### src/rtl/light_sequencer.sv
// light_sequencer: push-button driven LED colour sequencer.
// A raw button is synchronised and debounced. In MANUAL mode each debounced
// press advances the colour once. In AUTO mode the colour advances every
// dwell+1 cycles while the button is held, and pauses while it is released.
// Colour runs 1..6 and wraps; any illegal code (0 or 7) is forced back to 1.
//
// Handshake note: this block has no valid/ready interfaces. The only
// "transaction" is the step output, a registered one-cycle pulse that is
// high exactly in the cycle a new colour value first appears on colour.
module light_sequencer #(
    parameter int DEBOUNCE = 4
) (
    input  logic       clk,
    input  logic       rst,
    input  logic       button,
    input  logic [1:0] mode,
    input  logic [7:0] dwell,
    output logic [2:0] colour,
    output logic       step,
    output logic [1:0] state
);

    typedef enum logic [1:0] {
        IDLE   = 2'b00,
        MANUAL = 2'b01,
        AUTO   = 2'b10
    } state_t;

    localparam logic [7:0] DB_LAST = 8'(DEBOUNCE - 1);

    state_t     cur_state;
    state_t     nxt_state;

    logic       sync1;
    logic       btn_s;
    logic       btn_db;
    logic       btn_db_q;
    logic [7:0] db_cnt;
    logic       press;

    logic [7:0] dwell_cnt;
    logic [7:0] dwell_cnt_nxt;
    logic [2:0] colour_nxt;
    logic       step_nxt;

    // Next colour in the 1..6 ring.
    function automatic logic [2:0] next_colour(input logic [2:0] c);
        return (c == 3'd6) ? 3'd1 : c + 3'd1;
    endfunction

    // Two-flop synchroniser for the asynchronous button.
    always_ff @(posedge clk or posedge rst) begin
        if (rst) begin
            sync1 <= 1'b0;
            btn_s <= 1'b0;
        end else begin
            sync1 <= button;
            btn_s <= sync1;
        end
    end

    // Debouncer: accept a new level only after DEBOUNCE consecutive differing cycles.
    always_ff @(posedge clk or posedge rst) begin
        if (rst) begin
            db_cnt <= 8'd0;
            btn_db <= 1'b0;
        end else if (btn_s == btn_db) begin
            db_cnt <= 8'd0;
        end else if (db_cnt == DB_LAST) begin
            btn_db <= btn_s;
            db_cnt <= 8'd0;
        end else begin
            db_cnt <= db_cnt + 8'd1;
        end
    end

    // Previous debounced level, used for rising-edge press detection.
    always_ff @(posedge clk or posedge rst) begin
        if (rst) btn_db_q <= 1'b0;
        else     btn_db_q <= btn_db;
    end

    assign press = btn_db & ~btn_db_q;

    // FSM state register.
    always_ff @(posedge clk or posedge rst) begin
        if (rst) cur_state <= IDLE;
        else     cur_state <= nxt_state;
    end

    // Next state from mode, plus colour/step/dwell-counter decisions made
    // from the current state (so a press in the cycle mode leaves MANUAL
    // still steps). The dwell counter is held at zero outside AUTO, which
    // gives the clear-on-entry behaviour without a separate entry term.
    always_comb begin
        nxt_state     = cur_state;
        colour_nxt    = colour;
        step_nxt      = 1'b0;
        dwell_cnt_nxt = dwell_cnt;

        case (mode)
            2'b01:   nxt_state = MANUAL;
            2'b10:   nxt_state = AUTO;
            default: nxt_state = IDLE;
        endcase

        case (cur_state)
            MANUAL: begin
                dwell_cnt_nxt = 8'd0;
                if (press) begin
                    colour_nxt = next_colour(colour);
                    step_nxt   = 1'b1;
                end
            end
            AUTO: begin
                if (btn_db) begin
                    if (dwell_cnt >= dwell) begin
                        colour_nxt    = next_colour(colour);
                        step_nxt      = 1'b1;
                        dwell_cnt_nxt = 8'd0;
                    end else begin
                        dwell_cnt_nxt = dwell_cnt + 8'd1;
                    end
                end
            end
            default: begin
                dwell_cnt_nxt = 8'd0;
            end
        endcase

        // Illegal colour codes are repaired silently, in any state.
        if (colour == 3'd0 || colour == 3'd7) begin
            colour_nxt = 3'd1;
            step_nxt   = 1'b0;
        end
    end

    // Registered colour, step pulse and dwell counter.
    always_ff @(posedge clk or posedge rst) begin
        if (rst) begin
            colour    <= 3'd1;
            step      <= 1'b0;
            dwell_cnt <= 8'd0;
        end else begin
            colour    <= colour_nxt;
            step      <= step_nxt;
            dwell_cnt <= dwell_cnt_nxt;
        end
    end

    assign state = cur_state;

endmodule

### config.mk
export PLATFORM = sky130hd
export DESIGN_NAME = light_sequencer
export DESIGN_NICKNAME = d
export VERILOG_FILES = /design/src/rtl/light_sequencer.sv
export SDC_FILE = /design/constraint.sdc
export NUM_CORES = 1
export LEC_CHECK = 0
export ABC_AREA = 1
export BUFFER_PORTS_ARGS = -buffer_cell sky130_fd_sc_hd__buf_2
export CORE_MARGIN = 2
export CORE_UTILIZATION = 50
export DETAILED_ROUTE_END_ITERATION = 16
export GPL_TIMING_DRIVEN = 0
export PLACE_DENSITY_LB_ADDON = 0.12
export SYNTH_ARGS = -nofsm -noshare
export SYNTH_HDL_FRONTEND = slang
export SYNTH_SLANG_ARGS = --single-unit
### constraint.sdc
create_clock -name clk -period 1.6 [get_ports clk]
set_input_delay 0.24 -clock clk [delete_from_list [all_inputs] [get_ports clk]]
set_output_delay 0.24 -clock clk [all_outputs]
set_load 0.01 [all_outputs]
Yosys cells after proc, flatten, opt, wreduce, memory -nomap -nowiden. Cells that the tools add are included.

Flip-flop bits (word level): 26. Bits of input ports: 13. Output and inout bits: 6. Word-level logic and storage cells: 50.

Add/sub/neg operators: 3. Order comparisons: 1. Equality and inequality tests: 12. Mux-type cells: 17. Bitwise logic cells: 3. Reduce and logical (&&, ||, !) cells: 5.

Operators with widths (number): two-way mux 8 bit (5); adder 8 x 1 -> 8 bit (second input constant) (2); two-way mux 3 bit (5); != test 3 bit (second input constant) (3); == test 8 x 2 -> 1 bit (second input constant) (1); greater-or-equal comparator 8 bit (1); == test 3 bit (second input constant) (2); case mux 3 bit (2 select lines) (1); == test 2 x 1 -> 1 bit (second input constant) (2); == test 2 bit (second input constant) (2); two-way mux 1 bit (4); case mux 2 bit (2 select lines) (1); AND reduction 4 bit (1); adder 3 x 1 -> 3 bit (second input constant) (1); logical NOT 3 bit (1); nonzero test 3 bit (1); != test 2 bit (second input constant) (1); NOT 1 bit (2); case mux 1 bit (2 select lines) (1); AND reduction 2 bit (1); AND 1 bit (1); == test 1 bit (1); logical OR 1 bit (1).

Depth between registers and ports, before layout. Gate-level depths: netlist of run 1.

Depth after elaboration: 6. Gate-level depth with buffers: 14. Mapped depth without buffers: 14.

Worst setup path before layout of run 1. No wires, ideal clock.

Path type: register -> register. Start point: reg dwell_cnt[7]. End point: reg colour[2]. Data arrival time: 1.344 ns. Data required time: 1.483 ns. Slack: 0.139 ns. Cell stages (with the launch flop): 11. Buffers on the path: 0. Cell sequence: dfrtp_1 > ha_1 > nand2_1 > nor2_2 > nand4_1 > nand3_1 > nand2_1 > nand2_2 > nand2_2 > nand2_1 > nand2_1.

Cells in the longest elaborated chain, start to end: 3.

Ends and longest elaborated chain: start: declaration (RTL line 41) `logic [7:0] dwell_cnt;`; start signal: assignment (RTL line 147) `dwell_cnt <= dwell_cnt_nxt;`; greater-or-equal comparator 8 bit (RTL line 117) `if (dwell_cnt >= dwell) begin`; != test 3 bit (no line); AND reduction 4 bit (no line); end signal: assignment (RTL line 145) `colour <= colour_nxt;`; end: declaration (RTL line 18) `output logic [2:0] colour,`.

No other way between the ends. A chain may end at the register's enable or synchronous reset.

Worst setup path after layout of run 1.
Start point: reg dwell_cnt[6]. End point: reg colour[2].

The elaborated chain is that of the path after synthesis.

==> out/summary.txt, run 1 <==
Register bit total from synthesis -> 26
Fraction of registers with async set/reset -> 100.0%
First-pass GRT wire length -> 4512 um
Setup ws final -> 0.02660 ns
Worst setup SP type -> register
DR DRC count -> 3
Std cell rows -> 19
Max FO, Critical Path -> 4
Final worst path period share -> 98.34%
Reg2Reg Capture Point -> colour[2]
R2R setup slack -> 0.03 ns
Type of the tightest min-delay check -> input port to register
Worst-skew pair later-pin latency -> 0.31 ns
CTS clock-pin slew for the worst setup and hold paths -> 0.13 ns
DP HPWL -> 1975 um
Worst path slowest cell -> dfrtp_1
# setup viols final -> 0
Antenna violations before repair -> 0
Grt total ovfl -> 0
DR vias/cell -> 5.028
Root Driver -> clkbuf_4
Max VDD drop -> 609.6 uV
Ys Warns -> 0
Drt first pass iters -> 10
Crit. End Element -> register
Total Routing Usage GR -> 16.47%
I/O pin cnt -> 19
Nets -> 242
1st-iter DRT viols -> 40
Worst endpoint required time -> 1.81 ns
Share of cells above drive strength 1 -> 27.78%
Failing checks -> design-rule violations
Syn Inst Count -> 182
Die Y -> 58.73 um
Vias -> 1242
Least-Margin Pin Slew -> 0.9465 ns
Final cell count without fillers -> 247
I/O Buffers -> 18
Total Wirelength -> 2751 um
Slew headroom -> 36.83%
Reg2reg start -> dwell_cnt[6]
GPL Wtd Cong -> 0.7863
DIE AREA -> 0.003449 sq mm
Hold Path Stages -> 2
Met3 wire len -> 91 um
Largest net degree at the start of global routing -> 27
Netlist cell types -> 24
Fin. max-slew vios -> 0
Reg area -> 651.9 sq um
ANT nets after route -> 0
Hold worst-path end -> state[1]
Highest metal used -> met4
Worst hold slack -> 0.07492 ns
Kind of critical path -> register to register
Area occupied by multi-input gates -> 815.8 sq um
Num CTS Buffers -> 3
Syn Area/Cell -> 8.229 sq um
Min-delay src -> mode[0]
Placed Cells -> 231
Crit path largest cell delay -> 0.45 ns
Worst-path cell chain -> ha_4 > nand2_4 > nor2_4 > nand4_1 > nand3_2 > nand2_2 > nand2_2 > nand2_2 > nand2_1 > nand2_1
CTS tree -> built
Most frequent CP cell -> nand2_2
Placed standard-cell area -> 0.001627 sq mm
Metal-1 WL -> 1228 um
Syn_nets -> 207
Synth Cell Area -> 0.001498 sq mm
FMAX -> 635.6 MHz
WL met2 -> 1415 um
Final Skew -> 0.006970 ns
Sink Count -> 26
Drt wl/cell -> 11.14 um
Initial core utilization -> 53.39%
Run status -> complete, but fails checks
Max Cap Viol -> 0
Number of antenna diodes -> 0
Final hold viol count -> 0
Area grow syn2layout -> 22.56%
Clock Path Buffers -> 2
Fillers -> 246
EDFF count, synth -> 0
P_leak -> 0.0009361 uW
R2R cell count -> 10
DP Worst Slack -> -0.05098 ns
TNS Setup -> 0 ns
CTS H-tree lvls -> 1
Crit path DAT -> 1.79 ns
Die Wd -> 58.73 um
Sequential fraction of the synthesis area -> 43.53%
Core Area -> 0.002805 sq mm
Fin crit period -> 1.573 ns
Synth Flop Type -> dfrtp_1
Design area -> 0.001836 sq mm
Vias in the first global route -> 1144
RSZ-0062 raised after global routing -> true
Cell area power density -> 967.6 mW/mm^2
worst max path at each step:
stage	start	to	slack, ns	cells past startpoint
after floorplan	dwell_cnt[7]	colour[2]	0.14	10
after global placement	dwell_cnt[7]	colour[2]	-0.02	10
after detailed placement	dwell_cnt[5]	colour[2]	-0.05	9
after CTS	dwell_cnt[7]	colour[2]	0.002	9
after global routing	dwell_cnt[2]	colour[2]	-0.06	12
final	dwell_cnt[6]	colour[2]	0.03	10
placed cells by master, fill, tap and decap left out, types with 2 or more instances in the layout:
cell / synthesis / routed
nand2_1: 36 / 33
inv_1: 29 / 27
nor2_1: 27 / 26
dfrtp_1: 25 / 25
buf_2: 0 / 18
buf_4: 0 / 11
nand3_1: 11 / 10
a21oi_1: 8 / 8
ha_1: 12 / 6
inv_2: 3 / 5
xor2_1: 5 / 5
ha_4: 0 / 5
nand2_2: 2 / 4
nand4_1: 4 / 4
o21ai_0: 4 / 4
nor3_2: 3 / 3
clkbuf_4: 0 / 3
nor2_4: 1 / 2
o21ai_2: 2 / 2
xnor2_1: 2 / 2
worst max-delay path: cells and delay by family, from the launching register on:
| family | cells | cell delay, ns |
|---|---|---|
| and+or+nand+nor | 9 | 0.71 |
| DFF | 1 | 0.45 |
| adders and majority gates | 1 | 0.29 |
cells by family after synthesis:
logic type,share of synthesized area [%]
compound gates,8.355
buf+inv,8.020
simple gates,25.98
fa+ha+maj,10.02
xor+xnor,4.094
flops,43.53
through the flow:
stage / utilization, % / power (uW)
6_report: 65.43 / 1776
5_1_grt: 65.43 / 1941
4_1_cts: 59.55 / 1772
3_5_place_dp: 57.98 / 1493
3_3_place_gp: 57.98 / 1461
2_1_floorplan: - / 1337
state kept, by name (all words and copies together) (netlist names):
register and flops:
btn_db 1, btn_db_q 1, btn_s 1, colour 3, db_cnt 8, dwell_cnt 8
state 2, step 1, sync1 1
power breakdown:
group | switching (uW) | internal [uW]
Sequential | 135 | 763
Clock | 179 | 97.3
Combinational | 357 | 245
Total | 671 | 1110
cell type report:
type	instances	share of cell area [%]
Tap cell	31	2.113
Clock buffer	4	1.431
Multi-Input combinational cell	124	44.44
Inverter	32	6.544
Timing Repair Buffer	30	9.952
Sequential cell	26	35.51
synthesized netlist by cell type, types with 2 or more instances:
cell type  count  area share (%)
a21oi_1        8             2.7
dfrtp_1       25              42
ha_1          12              10
inv_1         29             7.3
inv_2          3            0.75
nand2_1       36             9.0
nand2_2        2            0.84
nand3_1       11             3.7
nand4_1        4             1.7
nor2_1        27             6.8
nor3_2         3             2.0
o21ai_0        4             1.3
o21ai_2        2             1.2
xnor2_1        2             1.2
xor2_1         5             2.9
what timing repair did:
item                                   CTS  global route
endpoints found under the hold margin    0             1
buffers inserted                         1            10
hold buffers                             0             1
setup endpoints to repair                9            10
pin swaps                                2             9
gates resized for setup                  3            12
routing by layer:
metal	track usage [%]	vias up
met4	2.922	0
met2	31.43	21
li1	-	643
met5	0	-
met1	19.31	574
met3	2.857	4
No activity file was read; power rests on OpenSTA's default activity.
==> run 2, diff against run 1 <==
--- a/config.mk
+++ b/config.mk
@@ -12,6 +12,7 @@
 export DETAILED_ROUTE_END_ITERATION = 16
 export GPL_TIMING_DRIVEN = 0
 export PLACE_DENSITY_LB_ADDON = 0.12
+export RECOVER_POWER = 100
 export SYNTH_ARGS = -nofsm -noshare
 export SYNTH_HDL_FRONTEND = slang
 export SYNTH_SLANG_ARGS = --single-unit
==> out/summary.txt, run 2 (same netlist as run 1, synthesis figures left out) <==
Area occupied by multi-input gates -> 807.0 sq um (-1.1%)
1st-iter DRT viols -> 23 (-43%)
I/O pin cnt -> 19 (unchanged)
I/O Buffers -> 18 (unchanged)
Failing checks -> design-rule violations
Vias in the first global route -> 1144 (unchanged)
Antenna violations before repair -> 0 (unchanged)
Drt first pass iters -> 10 (unchanged)
Type of the tightest min-delay check -> input port to register
Worst endpoint required time -> 1.81 ns (about the same)
Max Cap Viol -> 0 (unchanged)
FMAX -> 636.0 MHz (about the same)
Least-Margin Pin Slew -> 0.9451 ns (-0.001400 ns)
Area grow syn2layout -> 21.64%
CTS tree -> built
Share of cells above drive strength 1 -> 25.00% (-2.8 points)
CTS H-tree lvls -> 1 (unchanged)
DR vias/cell -> 5.045 (+0.32%)
RSZ-0062 raised after global routing -> true
Clock Path Buffers -> 2 (unchanged)
Most frequent cells in the layout -> nand2_1, inv_1, nor2_1
Slew headroom -> 36.93% (+0.093 points)
First-pass GRT wire length -> 4512 um (unchanged)
Largest net degree at the start of global routing -> 27 (unchanged)
DP HPWL -> 1975 um (unchanged)
Core Area -> 0.002805 sq mm (unchanged)
DIE AREA -> 0.003449 sq mm (unchanged)
Fin. max-slew vios -> 0 (unchanged)
Final Skew -> 0.006279 ns (-0.0006909 ns)
Total Routing Usage GR -> 16.47% (unchanged)
Crit path DAT -> 1.79 ns (about the same)
ANT nets after route -> 0 (unchanged)
R2R cell count -> 10 (unchanged)
Final hold viol count -> 0 (unchanged)
End-of-flow core utilization -> 64.94% (-0.49 points)
Grt total ovfl -> 0 (unchanged)
CTS clock-pin slew for the worst setup and hold paths -> 0.13 ns (about the same)
Initial core utilization -> 53.39% (unchanged)
Cell area power density -> 968.0 mW/mm^2 (about the same)
Vias -> 1246 (+0.32%)
Number of antenna diodes -> 0 (unchanged)
P_leak -> 0.0009178 uW (-2.0%)
GPL Wtd Cong -> 0.7863 (unchanged)
Fillers -> 249 (+1.2%)
Reg area -> 651.9 sq um (unchanged)
Commonest non-fill, non-tap cell in the layout -> nand2_1
Total Wirelength -> 2749 um (about the same)
Root Driver -> clkbuf_4
Max FO, Critical Path -> 4 (unchanged)
Die Wd -> 58.73 um (unchanged)
Num CTS Buffers -> 3 (unchanged)
Worst setup SP type -> register
# setup viols final -> 0 (unchanged)
Sink Count -> 26 (unchanged)
Hold Path Stages -> 2 (unchanged)
Run status -> complete, but fails checks
Die Y -> 58.73 um (unchanged)
R2R setup slack -> 0.03 ns (about the same)
Worst-skew pair later-pin latency -> 0.31 ns (about the same)
Placed Cells -> 231 (unchanged)
Crit. End Element -> register
Fin crit period -> 1.572 ns (-0.001172 ns)
Drt wl/cell -> 11.13 um (about the same)
Std cell rows -> 19 (unchanged)
DR DRC count -> 3 (unchanged)
Final worst path period share -> 98.26% (about the same)
Final cell count without fillers -> 247 (unchanged)
Nets -> 242 (unchanged)
Max VDD drop -> 609.8 uV (about the same)
Top Registers -> db_cnt (8), dwell_cnt (8), colour (3)
Kind of critical path -> register to register
## run 2: changes by cell type in the layout (fill, tap and decap cells not counted)
cell	delta
nor3_1	+1
buf_2	-4
o21ai_1	+1
nor3_2	-1
o21ai_2	-1
clkbuf_1	+4
## run 2: worst paths after layout
path,startpoint,end
min in group asynchronous,rst,db_cnt[1]
max in group asynchronous,rst,dwell_cnt[1]
worst min register to register,sync1,btn_s
worst max-delay path,dwell_cnt[6],colour[2]
worst max register to register,dwell_cnt[6],colour[2]
worst min-delay path,mode[0],state[1]
## run 2: power breakdown
part | internal, uW | switching [uW]
sequential | 763 | 136
combinational | 237 | 350
clock | 97.4 | 180
total | 1100 | 666
## run 2: metal layers
metal  vias up  share of wire [%]  routed length (um)  global-route usage, %
li1        642                  -                   -                      -
met1       579                 44                1215                  19.31
met2        25                 52                1429                  31.43
met3         0                3.8                 104                  2.857
met4         0                  0                   0                  2.922
met5         -                  0                   0                      0
## run 2: timing repair
| action | in CTS | in global routing |
|---|---|---|
| hold buffers | 0 | 1 |
| setup endpoints to repair | 9 | 10 |
| setup buffers | 1 | 10 |
| pin swaps | 2 | 9 |
| hold endpoints to repair | 0 | 1 |
| resized for setup | 3 | 12 |
## run 2: final cells by class
class	instances	share of cell area [%]
clock buffers	4	1.442
inverters	32	6.593
repair buffers	30	9.753
flip-flops and latches	26	35.78
multi-input cells	124	44.30
well taps	31	2.129
## run 2: critical path, cell delays in order, from the launching register on
cell	delay [ns]
dfrtp_1	0.45
ha_4	0.29
nand2_4	0.05
nor2_4	0.10
nand4_1	0.10
nand3_2	0.12
nand2_2	0.07
nand2_2	0.09
nand2_2	0.07
nand2_1	0.06
nand2_1	0.05
## run 2: per-stage QoR
step                setup slack [ns]  hold slack, ns  TNS [ns]  power [uW]  instance area, sq um
floorplan                     0.1390          0.2714         0        1337                  1498
global placement            -0.02067          0.3334  -0.04012        1461                  1627
detailed placement          -0.05098          0.3403   -0.1324        1493                  1627
CTS                         0.002427         0.01629         0        1772                  1670
global route                -0.05880         0.04906   -0.1669        1928                  1822
finish                       0.02778         0.07255         0        1764                  1822
